$ cat src/rtl/sha3_pkg.sv
// Shared types and constants for the SHA-3/SHAKE load path: modes, FSM states,
// domain-separation bytes and the rate lookup used to size each absorb block.
package sha3_pkg;

    typedef enum logic [1:0] {
        MODE_SHAKE128 = 2'd0,
        MODE_SHAKE256 = 2'd1,
        MODE_SHA3_256 = 2'd2,
        MODE_SHA3_512 = 2'd3
    } mode_t;

    typedef enum logic [1:0] {
        ST_IDLE     = 2'd0,
        ST_WAIT_BUF = 2'd1,
        ST_LOAD     = 2'd2,
        ST_HANDOFF  = 2'd3
    } state_t;

    localparam logic [7:0] DS_SHAKE = 8'h1F;
    localparam logic [7:0] DS_SHA3  = 8'h06;

    // Rate of the sponge expressed in datapath words of width w bits.
    function automatic int unsigned rate_words(input mode_t mode, input int w);
        case (mode)
            MODE_SHAKE128:                return 1344 / w;
            MODE_SHAKE256, MODE_SHA3_256: return 1088 / w;
            default:                      return 576 / w;
        endcase
    endfunction

    function automatic logic [7:0] domain_byte(input mode_t mode);
        return (mode == MODE_SHAKE128 || mode == MODE_SHAKE256) ? DS_SHAKE : DS_SHA3;
    endfunction

endpackage

$ cat src/rtl/sha3_pad_word.sv
// Combinational FIPS-202 pad inserter for one datapath word: keeps bytes below
// rem, places the domain byte at rem, clears above it, and ORs in the 0x80 terminator.
module sha3_pad_word #(
    parameter int W     = 64,
    parameter int REM_W = $clog2(W/8)
) (
    input  logic [W-1:0]     i_data,
    input  logic [REM_W-1:0] i_rem,
    input  logic             i_insert_ds,
    input  logic             i_insert_term,
    input  logic [7:0]       i_ds,
    output logic [W-1:0]     o_word
);

    localparam int NB = W / 8;

    logic [7:0] w_byte;

    always_comb begin
        // NOTE: every variable gets a default before any branch so no latch is inferred.
        o_word = '0;
        w_byte = '0;
        for (int k = 0; k < NB; k++) begin
            w_byte = i_data[8*k +: 8];
            if (i_insert_ds) begin
                if (k == int'(i_rem))
                    w_byte = i_ds;
                else if (k > int'(i_rem))
                    w_byte = '0;
            end
            // Terminator shares the top byte with DS when rem == NB-1 (0x86 / 0x9F).
            if (i_insert_term && k == NB - 1)
                w_byte = w_byte | 8'h80;
            o_word[8*k +: 8] = w_byte;
        end
    end

endmodule

$ cat src/rtl/sha3_load_ctrl.sv
// Input-load controller: takes a header then message words, writes rate-sized
// padded blocks into the absorb buffer and hands each block to the permutation.
module sha3_load_ctrl
    import sha3_pkg::*;
#(
    parameter int W     = 64,
    parameter int LEN_W = 30,
    parameter int IDX_W = $clog2(1344/W)
) (
    input  logic             clk,
    input  logic             rst_n,
    input  logic             valid_in,
    input  logic [W-1:0]     data_in,
    output logic             ready_out,
    output logic             cfg_valid,
    output logic [1:0]       mode_o,
    output logic [LEN_W-1:0] in_len_o,
    output logic [LEN_W-1:0] out_len_o,
    input  logic             buf_free,
    output logic             blk_we,
    output logic [IDX_W-1:0] blk_idx,
    output logic [W-1:0]     blk_word,
    output logic             blk_valid,
    output logic             blk_last,
    input  logic             blk_ready
);

    localparam int               BPW   = W / 8;
    localparam int               REM_W = $clog2(BPW);
    localparam logic [LEN_W-1:0] BPW_L = LEN_W'(BPW);

    state_t           r_state;
    mode_t            r_mode;
    logic [LEN_W-1:0] r_in_len, r_out_len, r_bytes_left;
    logic             r_pad_done, r_cfg_valid, r_out_en;
    logic [IDX_W-1:0] r_idx, r_blk_idx;
    logic             r_blk_we, r_blk_valid, r_blk_last;
    logic [W-1:0]     r_blk_word;

    logic         w_has_data, w_full, w_part, w_ready, w_xfer, w_last_idx;
    logic         w_ins_ds, w_ins_term, w_advance;
    logic [W-1:0] w_pad_data, w_pad_word;

    assign w_has_data = (r_bytes_left != '0);
    assign w_full     = (r_bytes_left >= BPW_L);
    assign w_part     = w_has_data && !w_full;
    // r_out_en keeps ready low while reset is held and until the first clock after release.
    assign w_ready    = r_out_en && (r_state == ST_IDLE || (r_state == ST_LOAD && w_has_data));
    assign w_xfer     = valid_in && w_ready;
    assign w_last_idx = (r_idx == IDX_W'(rate_words(r_mode, W) - 1));
    assign w_ins_ds   = w_part || (!w_has_data && !r_pad_done);
    assign w_ins_term = w_last_idx && (r_pad_done || w_ins_ds);
    assign w_pad_data = w_has_data ? data_in : '0;
    assign w_advance  = w_has_data ? w_xfer : 1'b1;

    sha3_pad_word #(.W(W), .REM_W(REM_W)) u_pad (
        .i_data        (w_pad_data),
        .i_rem         (r_bytes_left[REM_W-1:0]),
        .i_insert_ds   (w_ins_ds),
        .i_insert_term (w_ins_term),
        .i_ds          (domain_byte(r_mode)),
        .o_word        (w_pad_word)
    );

    always_ff @(posedge clk or negedge rst_n) begin
        if (!rst_n) begin
            r_state      <= ST_IDLE;
            r_mode       <= MODE_SHAKE128;
            r_in_len     <= '0;
            r_out_len    <= '0;
            r_bytes_left <= '0;
            r_pad_done   <= 1'b0;
            r_cfg_valid  <= 1'b0;
            r_out_en     <= 1'b0;
            r_idx        <= '0;
            r_blk_we     <= 1'b0;
            r_blk_idx    <= '0;
            r_blk_word   <= '0;
            r_blk_valid  <= 1'b0;
            r_blk_last   <= 1'b0;
        end else begin
            // NOTE: non-blocking assignments so every register samples pre-edge values.
            r_out_en    <= 1'b1;
            r_cfg_valid <= 1'b0;
            r_blk_we    <= 1'b0;
            case (r_state)
                ST_IDLE: if (w_xfer) begin
                    r_in_len     <= data_in[LEN_W-1:0];
                    r_out_len    <= data_in[2*LEN_W-1:LEN_W];
                    r_mode       <= mode_t'(data_in[2*LEN_W +: 2]);
                    r_bytes_left <= data_in[LEN_W-1:0];
                    r_pad_done   <= 1'b0;
                    r_cfg_valid  <= 1'b1;
                    r_state      <= ST_WAIT_BUF;
                end
                ST_WAIT_BUF: if (buf_free) begin
                    r_idx   <= '0;
                    r_state <= ST_LOAD;
                end
                ST_LOAD: if (w_advance) begin
                    r_blk_we     <= 1'b1;
                    r_blk_idx    <= r_idx;
                    r_blk_word   <= w_pad_word;
                    r_bytes_left <= w_full ? (r_bytes_left - BPW_L) : '0;
                    r_pad_done   <= r_pad_done | w_ins_ds;
                    if (w_last_idx)
                        r_state <= ST_HANDOFF;
                    else
                        r_idx <= r_idx + IDX_W'(1);
                end
                ST_HANDOFF: begin
                    // First HANDOFF cycle carries the final write; valid rises after it lands.
                    if (!r_blk_valid) begin
                        r_blk_valid <= 1'b1;
                        r_blk_last  <= r_pad_done;
                    end else if (blk_ready) begin
                        r_blk_valid <= 1'b0;
                        r_blk_last  <= 1'b0;
                        r_state     <= r_blk_last ? ST_IDLE : ST_WAIT_BUF;
                    end
                end
                default: r_state <= ST_IDLE;
            endcase
        end
    end

    assign ready_out = w_ready;
    assign cfg_valid = r_cfg_valid;
    assign mode_o    = r_mode;
    assign in_len_o  = r_in_len;
    assign out_len_o = r_out_len;
    assign blk_we    = r_blk_we;
    assign blk_idx   = r_blk_idx;
    assign blk_word  = r_blk_word;
    assign blk_valid = r_blk_valid;
    assign blk_last  = r_blk_last;

endmodule

$ cat config.mk
export PLATFORM = sky130hd
export DESIGN_NAME = sha3_load_ctrl
export DESIGN_NICKNAME = d
export VERILOG_FILES = /design/src/rtl/sha3_pkg.sv /design/src/rtl/sha3_pad_word.sv /design/src/rtl/sha3_load_ctrl.sv
export SDC_FILE = /design/constraint.sdc
export NUM_CORES = 1
export LEC_CHECK = 0
export ABC_AREA = 1
export CAP_MARGIN = 20
export CELL_PAD_IN_SITES_DETAIL_PLACEMENT = 0
export CELL_PAD_IN_SITES_GLOBAL_PLACEMENT = 1
export CORE_MARGIN = 2
export CORE_UTILIZATION = 46
export DETAILED_ROUTE_END_ITERATION = 8
export DONT_BUFFER_PORTS = 1
export GPL_TIMING_DRIVEN = 0
export HOLD_SLACK_MARGIN = 0.02
export PLACE_DENSITY_LB_ADDON = 0.1
export SLEW_MARGIN = 20
export SYNTH_ARGS = -nofsm -noshare
export SYNTH_HDL_FRONTEND = slang
export SYNTH_SLANG_ARGS = --single-unit
$ cat constraint.sdc
create_clock -name clk -period 2.1 [get_ports clk]
set_clock_uncertainty 0.1 [all_clocks]
set_input_delay 0.315 -clock clk [delete_from_list [all_inputs] [get_ports clk]]
set_output_delay 0.315 -clock clk [all_outputs]
set_load 0.1 [all_outputs]
==> flow_summary_export.csv <==
group,metric,value,unit
status,outcome,"finished, violations left",
status,violations,"negative hold slack, negative setup slack",
clock_tree,clock_latency,440,ps
place,post_dp_cell_area,9916,sq um
finish,layout_commonest_cell,"nand2_1",
yosys,syn-num-nets,1412,
finish,multi_input_area,5174,sq um
clock_tree,ctsLongestPathBuffers,2,
timing,holdWs,-534.4,ps
yosys,netlist_instances,1335,
timing,fin_crit_sh,114.1,%
clock_tree,holdBufCountCts,63,
clock_tree,cts_buffers,17,
floorplan,dieWidth,148.2,microns
routing,drt_wl_total,35060,microns
routing,drt_pass1_iterations,5,
setup_path,crit_path_end_kind,"output pin",
min_path,hold_class,"input pin to asynchronous set/reset pin",
yosys,seq_area_frac_synth,45.53,%
floorplan,die_h,148.2,microns
clock_tree,clk_pin_slew_worst_paths,80,ps
timing,slew_headroom,32.32,%
floorplan,initial_core_util,47.12,%
clock_tree,clkSinkCount,174,
timing,fin_crit,2395,ps
floorplan,core_area,20300,sq um
global_route,grt_start_max_net_pins,175,
setup_path,cp-start-kind,"flop",
clock_tree,cts_tree,"yes",
clock_tree,h-tree-depth,4,
global_route,grt_pass1_vias,8989,
yosys,synth_top_cell_by_area,"dfrtp_1",
global_route,antenna_found_initial,0,
yosys,avgSynthCellArea,7.164,sq um
routing,drt-initial-drc-count,756,
place,place_congestion,0.9127,
timing,hold_viol_final,174,
timing,setup_viol,98,
finish,fin_area,12590,sq um
routing,drc,0,
global_route,grt_use_total,31.22,%
finish,syn2layout_area_growth,31.63,%
clock_tree,root_buffer,"clkbuf_16",
global_route,grt_overflow,0,
setup_path,critPathRequiredTime,1680,ps
place,dpl_worst_slack,-518.8,ps
floorplan,rows,52,
routing,routedWlPerCell,19.89,microns
finish,diodes,0,
routing,vias,9524,
flow_run,max_cap_viol_count,0,
routing,ant_nets,0,
finish,nets,1557,
yosys,synth_cell_type_count,38,
finish,drive_above_1_share,21.43,%
timing,rsz0062_at_grt,"yes",
yosys,syn_area,9564,sq um
yosys,synth_area_leaders,"dfrtp_1 46%, nand2_1 27%, nand3_1 6.1%",
setup_path,cp.arrival,1980,ps
setup_path,critical_path.max_fanout,2,
place,io_buffers,0,
yosys,ys_warn_count,0,
finish,n_fill_cell,1878,
routing,viasPerCell,5.402,
yosys,ys_ff_latch,174,
finish,seq_area,4369,sq um
finish,layout_common_cells,"604 x nand2_1, 166 x dfrtp_1, 113 x nand3_1, 63 x nand2_2, 63 x dlygate4sd3_1",
floorplan,die_area,21960,sq um
timing,final_max_slew_viol_count,0,
setup_path,critPathKind,"flop to output pin",
floorplan,io_pins,205,
timing,worstMarginPinSlew,1015,ps
timing,max_freq,417.5,MHz
place,post-dp-hpwl,22930,microns
yosys,synth.top_cell.area_share,45.53,%
global_route,grt_pass1_wl,52360,microns
timing,timing.final.ws_setup,-295.3,ps
timing,fin_tns_setup,-9671,ps
[metrics by stage]
| step | util [%] | std cells |
|---|---|---|
| finish | 62.02 | 1763 |
| global route | 62.02 | 1763 |
| CTS | 56.90 | 1734 |
| detailed placement | 48.85 | 1605 |
| global placement | 48.85 | 1605 |
| floorplan | - | 1335 |
[critical path, cell delays in order (launching register included)]
cell and delay, ps:
dfrtp_1 380, inv_1 70, nand2_1 120, nor2_4 50, nand2_4 80, nor2_8 50, nand2_4 60, buf_6 110
inv_6 30, a21oi_4 570
[final cells by class]
class | instances | area share (%)
plain buffers | 66 | 4.462
clock buffers | 18 | 3.409
clock inverters | 14 | 1.401
inverters | 60 | 1.918
multi-input cells | 1035 | 41.10
flip-flops and latches | 174 | 34.70
well taps | 270 | 2.683
repair buffers | 126 | 10.33
[repair_timing]
action / in CTS / in global routing
buffers inserted: 34 / 20
setup endpoints to repair: 140 / 138
pin swaps: 11 / 68
hold endpoints to repair: 307 / 174
cloned: 0 / 9
gates resized for setup: 53 / 201
[Yosys cell counts]
master,n
nand2_1,698
dfrtp_1,174
nand3_1,116
nor2_1,66
inv_1,51
nand4_1,34
clkbuf_1,22
o21ai_0,19
buf_2,18
o21ai_1,17
xor2_1,14
buf_4,11
buf_6,10
o21ai_2,10
ha_1,8
inv_2,7
nand2_2,7
nor3_1,7
a21oi_1,6
xnor2_1,6
nor2_2,5
buf_1,4
nand2_4,3
nand3_2,3
nand3b_1,3
nor2_4,3
nor2_8,2
a21boi_1,1
a21oi_2,1
buf_8,1
clkinv_1,1
conb_1,1
inv_4,1
nand3_4,1
nand3b_4,1
nor3b_1,1
o311ai_0,1
or2_2,1
[sequential cells by signal, indices dropped and copies added, names as in the netlist]
signal        cells
r_pad_done        1
r_out_en          1
blk_valid         1
in_len_o         30
r_bytes_left     30
blk_last          1
blk_we            1
r_idx             5
r_state           2
cfg_valid         1
out_len_o        30
mode_o            2
blk_word         64
blk_idx           5
[metal layers]
layer  wire length (microns)  vias up  share of wire, %  global-route usage (%)
li1                        -     4484                 -                       -
met1                   15160     4578                43                   43.54
met2                   15880      412                45                   47.99
met3                    3216       50               9.2                   8.988
met4                     796        0               2.3                   8.190
met5                       0        -                 0                       0
[worst paths after layout]
kind	startpoint	cells past startpoint	to	slack, ps
min in group clk	data_in[14]	4	blk_word[14]$_DFFE_PN0P_	20
max in group asynchronous	rst_n	0	mode_o[0]$_DFFE_PN0P_	2160
max	r_bytes_left[23]$_DFFE_PN0P_	9	ready_out	-300
min	rst_n	0	r_bytes_left[19]$_DFFE_PN0P_	-530
min reg2reg	r_idx[4]$_DFFE_PN0P_	2	r_idx[4]$_DFFE_PN0P_	400
max reg2reg	r_bytes_left[20]$_DFFE_PN0P_	15	blk_word[5]$_DFFE_PN0P_	-140
[cells by family after synthesis]
group,share of synthesized area (%)
compound gates,3.375
xor+xnor,1.832
fa+ha+maj,1.047
buf+inv,6.541
flops,45.53
other cells,0.03921
simple gates,41.64
Power is left out: the tool's default activity adds up to more than one toggle a clock period on the data nets, which glitch-free logic cannot reach.
